**config.mk**
```make
export PLATFORM = sky130hd
export DESIGN_NAME = lc3b_mem_arbiter
export DESIGN_NICKNAME = d
export VERILOG_FILES = /design/src/rtl/lc3b_mem_arbiter.sv
export SDC_FILE = /design/constraint.sdc
export NUM_CORES = 1
export LEC_CHECK = 0
export BUFFER_PORTS_ARGS = -buffer_cell sky130_fd_sc_hd__buf_4
export CORE_AREA = 2 2 346 348
export CTS_CLUSTER_DIAMETER = 200
export CTS_CLUSTER_SIZE = 30
export DETAILED_ROUTE_END_ITERATION = 10
export DIE_AREA = 0 0 348 350
export GPL_TIMING_DRIVEN = 0
export PLACE_DENSITY = 0.3
export SKIP_CTS_REPAIR_TIMING = 1
export SYNTH_ARGS = -nofsm -noshare
export SYNTH_HDL_FRONTEND = slang
export SYNTH_SLANG_ARGS = --single-unit
```
**constraint.sdc**
```tcl
create_clock -name clk -period 2.3 [get_ports clk]
set_input_delay 0.69 -clock clk [delete_from_list [all_inputs] [get_ports clk]]
set_output_delay 0.69 -clock clk [all_outputs]
set_load 0.01 [all_outputs]
```
**src/rtl/lc3b_mem_arbiter.sv**
```systemverilog
// rtl/lc3b_mem_arbiter.sv - two-requester (imem/dmem) arbiter onto one line-wide memory bus
// Optional round-robin arbitration selected by defining ARB_RR_EN (default: fixed dmem > imem).
module lc3b_mem_arbiter #(
   parameter int ADDR_W = 16,
   parameter int DATA_W = 128,
   parameter int SEL_W  = DATA_W / 8
) (
   input  logic              clk,
   input  logic              rst,
   input  logic              imem_stb,
   input  logic              imem_cyc,
   input  logic              imem_we,
   input  logic [ADDR_W-1:0] imem_addr,
   input  logic [DATA_W-1:0] imem_wdata,
   input  logic [SEL_W-1:0]  imem_sel,
   output logic              imem_ack,
   output logic [DATA_W-1:0] imem_rdata,
   input  logic              dmem_stb,
   input  logic              dmem_cyc,
   input  logic              dmem_we,
   input  logic [ADDR_W-1:0] dmem_addr,
   input  logic [DATA_W-1:0] dmem_wdata,
   input  logic [SEL_W-1:0]  dmem_sel,
   output logic              dmem_ack,
   output logic [DATA_W-1:0] dmem_rdata,
   output logic              mem_stb,
   output logic              mem_cyc,
   output logic              mem_we,
   output logic [ADDR_W-1:0] mem_addr,
   output logic [DATA_W-1:0] mem_wdata,
   output logic [SEL_W-1:0]  mem_sel,
   input  logic [DATA_W-1:0] mem_rdata,
   input  logic              mem_ack,
   output logic              grant_d
);

   typedef enum logic [1:0] {
      IDLE    = 2'd0,
      SERVE_I = 2'd1,
      SERVE_D = 2'd2
   } state_t;

   state_t state_q, state_d;
   logic   mem_stb_q, mem_stb_d;
   logic   grant_d_q, grant_d_d;
   logic   imem_pend, dmem_pend;
   logic   pick_d;

   assign imem_pend = imem_stb & imem_cyc;
   assign dmem_pend = dmem_stb & dmem_cyc;

`ifdef ARB_RR_EN
   // last_grant_q: 1 = dmem was granted most recently, 0 = imem
   logic last_grant_q, last_grant_d;

   always_comb begin
      pick_d       = dmem_pend & (~imem_pend | ~last_grant_q);
      last_grant_d = last_grant_q;
      if ((state_q == IDLE) && (state_d != IDLE)) begin
         last_grant_d = (state_d == SERVE_D);
      end
   end
`else
   always_comb begin
      pick_d = dmem_pend;
   end
`endif

   // The bus cycle is never aborted: only mem_ack (or reset) leaves a SERVE state.
   always_comb begin
      state_d = state_q;
      case (state_q)
         IDLE: begin
            if (pick_d) begin
               state_d = SERVE_D;
            end else if (imem_pend) begin
               state_d = SERVE_I;
            end
         end
         SERVE_I: if (mem_ack) state_d = IDLE;
         SERVE_D: if (mem_ack) state_d = IDLE;
         default: state_d = IDLE;
      endcase
      mem_stb_d = (state_d != IDLE);
      grant_d_d = (state_d == SERVE_D);
   end

   always_ff @(posedge clk) begin
      if (rst) begin
         state_q   <= IDLE;
         mem_stb_q <= 1'b0;
         grant_d_q <= 1'b0;
`ifdef ARB_RR_EN
         last_grant_q <= 1'b0;
`endif
      end else begin
         state_q   <= state_d;
         mem_stb_q <= mem_stb_d;
         grant_d_q <= grant_d_d;
`ifdef ARB_RR_EN
         last_grant_q <= last_grant_d;
`endif
      end
   end

   always_comb begin
      mem_we    = 1'b0;
      mem_addr  = '0;
      mem_wdata = '0;
      mem_sel   = '0;
      case (state_q)
         SERVE_I: begin
            mem_we    = imem_we;
            mem_addr  = imem_addr;
            mem_wdata = imem_wdata;
            mem_sel   = imem_sel;
         end
         SERVE_D: begin
            mem_we    = dmem_we;
            mem_addr  = dmem_addr;
            mem_wdata = dmem_wdata;
            mem_sel   = dmem_sel;
         end
         default: ;
      endcase
   end

   assign mem_stb    = mem_stb_q;
   assign mem_cyc    = mem_stb_q;
   assign grant_d    = grant_d_q;
   // A requester that dropped cyc (flush) still owns the bus but gets no ack.
   assign imem_ack   = mem_ack & (state_q == SERVE_I) & imem_cyc;
   assign dmem_ack   = mem_ack & (state_q == SERVE_D) & dmem_cyc;
   assign imem_rdata = mem_rdata;
   assign dmem_rdata = mem_rdata;

endmodule

```
==> results of run 1 <==
-- cells by family (layout without fill, tap and decap cells) --
kind of cell	after synthesis	count (layout)	synth area share
AND/OR/NAND/NOR	174	174	0.213
buffers and inverters	313	1100	0.453
flip-flops	4	4	0.0156
other	0	5	0
AO/OA/AOI/OAI	165	165	0.309
adder cells (fa/ha/maj)	4	4	0.00975
-- how the worst min path moves through the flow --
stage / start / end / slack [ns] / cells past startpoint
finish: state_q[0] / state_q[0] / 0.64 / 2
floorplan: state_q[0] / state_q[0] / 0.60 / 2
detailed placement: state_q[0] / state_q[0] / 0.69 / 2
global route: rst / state_q[1] / 0.66 / 2
CTS: rst / grant_d / 0.66 / 2
global placement: state_q[0] / state_q[0] / 0.69 / 2
-- metal layers --
metal / up-vias / wire, um
met5: - / 0
met4: 0 / 226
met3: 9 / 3540
met2: 484 / 34300
met1: 3450 / 27800
li1: 3611 / -
-- cell type report --
type / count / area (um^2)
Clock buffer: 3 / 75.1
Multi-Input combinational cell: 343 / 3280
Fill cell: 13600 / 103000
Tap cell: 1536 / 1920
Timing Repair Buffer: 786 / 6290
Inverter: 2 / 12.5
Buffer: 309 / 2650
Sequential cell: 4 / 87.6
Antenna cell: 5 / 12.5
-- metrics by stage --
stage	utilization	cells	worst slack, ns	TNS, ns	hold WS (ns)
after floorplan	-	660	0.183	0	0.603
after global placement	0.108	2946	-0.895	-83.45	0.691
after detailed placement	0.108	2946	-0.924	-82.07	0.686
after CTS	0.108	2949	-1.16	-121.51	0.659
after global routing	0.122	2983	-0.538	-57.94	0.661
final	0.122	2988	-0.487	-43.01	0.643
-- state kept, by name, indices dropped and copies added (netlist names) --
signal,cells
grant_d,1
state_q,2
mem_cyc,1
-- worst max-delay path: cells and delay by family, from the launching register on --
family	cells	cell delay (ns)
buffers and inverters	5	0.70
AOI/OAI and AO/OA	1	0.47
adders and majority gates	1	0.18
and+or+nand+nor	1	0.12
DFF	1	0.38
-- power groups by stage --
stage	clock, mW	combinational, mW	sequential, mW
3_5_place_dp	0	2.75	0.0838
5_1_grt	0.280	3.35	0.0850
3_3_place_gp	0	2.75	0.0839
4_1_cts	0.273	2.76	0.0828
6_report	0.269	3.13	0.0835
2_1_floorplan	0	1.13	0.0837
-- cell usage in the layout (no fill, tap or decap), types with 3 or more instances in the layout --
| master | count |
|---|---|
| clkbuf_16 | 14 |
| clkbuf_2 | 4 |
| nor2b_1 | 143 |
| diode_2 | 5 |
| clkbuf_4 | 4 |
| buf_6 | 30 |
| buf_12 | 28 |
| buf_4 | 1003 |
| a22oi_1 | 3 |
| nor2b_4 | 4 |
| buf_16 | 3 |
| buf_2 | 7 |
| buf_8 | 5 |
| nor2b_2 | 15 |
| a22oi_2 | 158 |
==> run metrics, run 1 <==
met1 usage=0.120; PD cells=243 nW/um^2; Routed Antenna Nets=0; GPL Wtd Cong=0.782; CTS tree=built; Ys Warns=0; Max Clock Skew=0.000570 ns; Die H=350 um; antenna violations before repair=3; drt pass-1 iters=4; Routed WL=65900 um; R2R cell count=6; #FFs+latches synth=4; critical path's largest stage delay=0.47 ns; switching part of the total=0.425; Setup CP Type=flip-flop to output pin; final hold violation count=0; synth top area cells=buf_4, nor2b_1, a22oi_2; endpoints failing setup=163; Routed WL per cell=22.0 um; I/O pin count=879; EDFF count, synth=0; Vias/cell=2.53; Final min period=2.79 ns; commonest cells in the netlist=buf_4, nor2b_1, a22oi_1; mapped cell area=5130 um^2; Cell variety after synth=23; Worst-Margin Slew=0.579 ns; clock buffer depth=2; global route total overflow=0; RSZ-0062 raised after global routing=yes; worst vdd ir=0.108 mV; Hold Path Class=flip-flop to flip-flop; Critical Path RT=1.61 ns; CTS Buf Count=3; Cell Chain, Critical Path=inv_4 > ha_4 > buf_12 > buf_12 > buf_6 > a22oi_2 > nor2b_1 > buf_4; drc violations=0; syn_area_per_cell=7.78 um^2; Post-Syn Instances=660; M2 GR Usage=0.179; PnR worst setup slack=-0.487 ns; all-layer global routing usage=0.0956; logic gate share of total power=0.899; sequential element share of the synthesized area=0.0156; Worst-Skew Late Latency=0.22 ns; largest net degree at the start of global routing=11; Maximum Capacitance Violations=0; layout cells sized above 1=0.888; CTS root buf=clkbuf_16; htree depth=1; normalized max-slew margin=0.614; Period Utilization, post-route=1.21; syn nets=1121; port bufs=750; global-route wire length before repair=76800 um; Switch Pwr=1.48 mW; fraction of registers with async set/reset=0; Setup crit start=state_q[1]; FF-to-FF End=grant_d; DR iter-0 viols=207; die extent in x=348 um; reg-to-reg critical path startpoint=state_q[0]; post-synth top area cell=buf_4; Crit Path Max Fanout=10; Clk pwr share=0.077; Synth Flop Type=dfxtp_1; most common cell in the synthesized netlist=buf_4; Yosys top cell area share=0.380; Final Power=3.48 mW; synthesis-to-layout area growth=179%; most used routing layer in global routing=met2; crit path capture=mem_wdata[70]; cell mode on critical path=buf_12; status=complete, but fails checks; DR vias=7554; fin. max-slew vios=0; vias in the first global route=7509; sequential power share=0.024; achievable frequency=359 MHz; Starting Density=0.0436; core region area=118000 um^2; Internal Pwr Total=2.00 mW; GR Util met3=0.0147; Nets=1910; slowest CP cell=a22oi_2; failing checks=setup timing; detailed placement HPWL=60000 um; setup slack, reg-to-reg=0.66 ns; final instance area=14300 um^2; row cnt=126; Sink Count=4; endpoint type of the worst setup path=output pin; CP startpoint kind=flip-flop; Placement Cell Area=12700 um^2; die area=122000 um^2; WP data arrival=2.10 ns; Lkg Pwr=6.20 nW; Clk pin slew, worst setup/hold paths=0.03 ns
(Power assumes the default switching activity.)
==> run 2, diff against run 1 <==
--- a/config.mk
+++ b/config.mk
@@ -9,5 +9,4 @@
 export CORE_AREA = 2 2 346 348
 export CTS_CLUSTER_DIAMETER = 200
-export CTS_CLUSTER_SIZE = 30
 export DETAILED_ROUTE_END_ITERATION = 10
 export DIE_AREA = 0 0 348 350
==> constraint.sdc (replaced) <==
create_clock -name clk -period 2.3 [get_ports clk]
set_input_delay 0.69 -clock clk [delete_from_list [all_inputs] [get_ports clk]]
set_output_delay 0.69 -clock clk [all_outputs]
set_load 0.02 [all_outputs]
==> run metrics, run 2 (same netlist as run 1, synthesis figures left out) <==
Min Hold Slack=0.646 ns (+0.00317 ns); drt pass-1 iters=4 (unchanged); critical path's largest stage delay=0.47 ns (about the same); achievable frequency=357 MHz (-0.43%); Maximum Capacitance Violations=0 (unchanged); met1 usage=0.120 (unchanged); DR vias=7658 (+1.4%); CTS root buf=clkbuf_16; GPL Wtd Cong=0.782 (unchanged); slowest CP cell=a22oi_2; Starting Density=0.0436 (unchanged); final hold violation count=0 (unchanged); most common cell after layout, fill and taps aside=buf_4; synthesis-to-layout area growth=189%; Period Utilization, post-route=1.22 (+0.00518); endpoints failing setup=163 (unchanged); Vias/cell=2.55 (+0.84%); normalized max-slew margin=0.634 (+0.0201); cell mode on critical path=buf_12; layout cells sized above 1=0.900 (+0.0122); all-layer global routing usage=0.0956 (unchanged); most used routing layer in global routing=met2; Sink Count=4 (unchanged); Setup crit start=state_q[1]; Final Power=3.92 mW (+12%); reg-to-reg critical path startpoint=state_q[0]; Setup CP Type=flip-flop to output pin; drc violations=0 (unchanged); WP data arrival=2.11 ns (about the same); row cnt=126 (unchanged); R2R cell count=7 (+1); Routed WL=66200 um (+0.49%); detailed placement HPWL=60000 um (unchanged); PnR worst setup slack=-0.499 ns (-0.0119 ns); Critical Path RT=1.61 ns (about the same); final instance area=14800 um^2 (+3.5%); # placed instances=2946 (unchanged); CP startpoint kind=flip-flop; Routed Antenna Nets=0 (unchanged); die area=122000 um^2 (unchanged); Worst-Skew Late Latency=0.22 ns (about the same); Final min period=2.80 ns (+0.0119 ns); vias in the first global route=7509 (unchanged); M2 GR Usage=0.179 (unchanged); setup slack, reg-to-reg=0.65 ns (about the same); GR Util met3=0.0147 (unchanged); Lkg Pwr=6.37 nW (+2.8%); failing checks=setup timing; htree depth=1 (unchanged); port bufs=750 (unchanged); fin cells=3004 (+0.54%); most flop-heavy register=state_q; Die H=350 um (unchanged); crit path capture=mem_wdata[70]; DR iter-0 viols=209 (+0.97%); worst vdd ir=0.108 mV (about the same); Fin Setup TNS=-47.86 ns (-4.85 ns); fin. max-slew vios=0 (unchanged); CTS tree=built; status=complete, but fails checks; global route total overflow=0 (unchanged); Max Clock Skew=0.000570 ns (+0.0000000140 ns); Nets=1927 (+0.89%); CTS Buf Count=3 (unchanged); RSZ-0062 raised after global routing=yes; Crit Path Max Fanout=10 (unchanged); largest net degree at the start of global routing=11 (unchanged); Largest register FFs=2 (unchanged); clock buffer depth=2 (unchanged); Cell Chain, Critical Path=inv_4 > ha_4 > buf_12 > buf_12 > buf_6 > a22oi_2 > nor2b_1 > buf_4; Worst-Margin Slew=0.549 ns (-0.0301 ns); FF-to-FF End=grant_d; die extent in x=348 um (unchanged); core region area=118000 um^2 (unchanged); commonest non-fill, non-tap cells in the layout=buf_4, a22oi_2, nor2b_1, buf_6, buf_12; Placement Cell Area=12700 um^2 (unchanged); Clk pin slew, worst setup/hold paths=0.03 ns (about the same); I/O pin count=879 (unchanged); antenna violations before repair=3 (unchanged); global-route wire length before repair=76800 um (unchanged); Hold Path Class=flip-flop to flip-flop; Routed WL per cell=22.0 um (about the same); endpoint type of the worst setup path=output pin; PD cells=264 nW/um^2 (+8.6%)
run 2: through the flow:
step                 util  worst slack, ns
floorplan               -           0.0543
global placement    0.108           -0.907
detailed placement  0.108           -0.937
CTS                 0.108            -1.17
global route        0.126           -0.547
finish              0.126           -0.499
run 2: critical path, delay by kind of cell (launching register included):
kind                     cells  cell delay [ns]
adder cells (fa/ha/maj)      1             0.18
buffers and inverters        5             0.70
flip-flops                   1             0.38
AO/OA/AOI/OAI                1             0.47
AND/OR/NAND/NOR              1             0.12
run 2: per-layer routing:
layer  part of all wire  wire [um]
met5                  0          0
met4             0.0041        274
met3              0.057       3770
met2               0.52      34600
met1               0.42      27500
run 2: where the power goes:
group / switching (mW) / internal (mW)
clock network: 0.0472 / 0.222
registers: 0.00756 / 0.0760
logic: 1.72 / 1.85
total: 1.77 / 2.14
run 2: worst min-delay path by stage:
| stage | cells after the start | end | start | slack (ns) |
|---|---|---|---|---|
| after floorplan | 2 | state_q[0] | state_q[0] | 0.60 |
| after global placement | 2 | state_q[0] | state_q[0] | 0.69 |
| after detailed placement | 2 | state_q[0] | state_q[0] | 0.69 |
| after CTS | 2 | grant_d | rst | 0.66 |
| after global routing | 2 | state_q[1] | rst | 0.66 |
| final | 2 | state_q[0] | state_q[0] | 0.65 |
run 2: layout make-up:
cell class,instances,area [um^2]
antenna,4,10.0
buffer,310,2740
clock buffer,3,75.1
fill,13600,103000
inverter,2,12.5
multi-input combinational,343,3390
sequential,4,87.6
tap,1536,1920
timing repair buffer,802,6600
==> run 3, diff against run 2 <==
clock period = 2.7 ns   (was 2.3 ns; I/O delays follow)
==> run metrics, run 3 (same netlist as run 1, synthesis figures left out) <==
drt pass-1 iters=4 (unchanged); endpoints failing setup=75 (-54%); fin. max-slew vios=0 (unchanged); synthesis-to-layout area growth=177%; cell mode on critical path=buf_12; Crit Path Max Fanout=7 (-3); # placed instances=2946 (unchanged); PD cells=223 nW/um^2 (-16%); Clk pin slew, worst setup/hold paths=0.03 ns (about the same); core region area=118000 um^2 (unchanged); Period Utilization, post-route=1.07; CTS root buf=clkbuf_16; PnR worst setup slack=-0.188 ns (+0.311 ns); Largest register FFs=2 (unchanged); Routed Antenna Nets=0 (unchanged); Die H=350 um (unchanged); fin cells=2986 (-0.60%); global route total overflow=0 (unchanged); vias in the first global route=7509 (unchanged); DR vias=7536 (-1.6%); all-layer global routing usage=0.0956 (unchanged); Setup CP Type=flip-flop to output pin; Worst Path Buf+Inv=5 (unchanged); most flop-heavy register=state_q; detailed placement HPWL=60000 um (unchanged); Starting Density=0.0436 (unchanged); normalized max-slew margin=0.634 (about the same); Worst-Margin Slew=0.549 ns (+0.000158 ns); DR iter-0 viols=234 (+12%); endpoint type of the worst setup path=output pin; Nets=1908 (-0.99%); status=complete, but fails checks; critical path's largest stage delay=0.48 ns (about the same); Lkg Pwr=6.17 nW (-3.1%); Sink Count=4 (unchanged); CP startpoint kind=flip-flop; largest net degree at the start of global routing=11 (unchanged); Hold Path Class=flip-flop to flip-flop; htree depth=1 (unchanged); final hold violation count=0 (unchanged); Routed WL=65700 um (-0.70%); Worst-Skew Late Latency=0.22 ns (about the same); row cnt=126 (unchanged); CTS Buf Count=3 (unchanged); RSZ-0062 raised after global routing=yes; Cell Chain, Critical Path=inv_4 > ha_4 > buf_12 > buf_12 > buf_12 > a22oi_2 > nor2b_1 > buf_4; worst vdd ir=0.0923 mV (-15%); die extent in x=348 um (unchanged); layout cells sized above 1=0.880 (-0.0207); Vias/cell=2.52 (-1.0%); CTS tree=built; antenna violations before repair=3 (unchanged); WP data arrival=2.08 ns (-0.03 ns); Routed WL per cell=22.0 um (-0.10%); I/O pin count=879 (unchanged); Critical Path RT=1.89 ns (+0.28 ns); Crit path max-delay family=buffers and inverters; drc violations=0 (unchanged); port bufs=750 (unchanged); most common cell after layout, fill and taps aside=buf_4; clock buffer depth=2 (unchanged); failing checks=setup timing; Final min period=2.89 ns; global-route wire length before repair=76800 um (unchanged); GPL Wtd Cong=0.782 (unchanged); slowest CP cell=a22oi_2; commonest non-fill, non-tap cells in the layout=buf_4, a22oi_2, nor2b_1, buf_6, buf_12; die area=122000 um^2 (unchanged); DP Worst Slack=-0.657 ns (+0.280 ns); achievable frequency=346 MHz; Maximum Capacitance Violations=0 (unchanged); Max Clock Skew=0.000565 ns (-0.00000490 ns)
run 3: cell count changes in the layout (fill, tap and decap cells not counted), sizes merged:
| cell | previous run | this run |
|---|---|---|
| buf | 1095 | 1075 |
| clkbuf | 20 | 21 |
| diode | 4 | 5 |
run 3: area by class of cell:
type | instances | area (um^2)
diodes | 5 | 12.5
plain buffers | 310 | 2660
clock buffers | 3 | 75.1
fillers | 13600 | 104000
inverters | 2 | 12.5
multi-input cells | 343 | 3230
flip-flops and latches | 4 | 87.6
well taps | 1536 | 1920
repair buffers | 783 | 6250
run 3: worst paths after layout:
path,from,endpoint,slack [ns],cells past startpoint
worst max-delay path,state_q[1],mem_wdata[95],-0.19,8
worst min-delay path,state_q[0],state_q[0],0.64,2
worst min register to register,state_q[0],state_q[0],0.64,2
worst max register to register,state_q[0],grant_d,0.94,7
run 3: through the flow:
step	utilization	instance area, um^2	setup TNS [ns]	power [mW]	hold slack (ns)
floorplan	-	5130	0	1.26	0.603
global placement	0.108	12700	-40.64	2.64	0.691
detailed placement	0.108	12700	-39.25	2.64	0.686
CTS	0.108	12800	-78.48	2.88	0.689
global route	0.121	14200	-15.08	3.37	0.710
finish	0.121	14200	-4.07	3.17	0.636
run 3: power breakdown:
group / switching (mW) / internal, mW / leakage [nW]
Combinational: 1.42 / 1.45 / 6.10
Sequential: 0.00644 / 0.0648 / 0.0343
Clock: 0.0403 / 0.189 / 0.0370
Total: 1.47 / 1.71 / 6.17
run 3: routing by layer:
| layer | global-route usage | vias up | wire [um] |
|---|---|---|---|
| met4 | 0.00362 | 0 | 226 |
| li1 | - | 3601 | - |
| met3 | 0.0147 | 9 | 3600 |
| met1 | 0.120 | 3447 | 27600 |
| met5 | 0 | - | 0 |
| met2 | 0.179 | 479 | 34300 |
run 3: worst min-delay path, stage by stage (launching register included):
cell	delay [ns]
dfxtp_4	0.38
a32oi_1	0.09
nor3_1	0.12
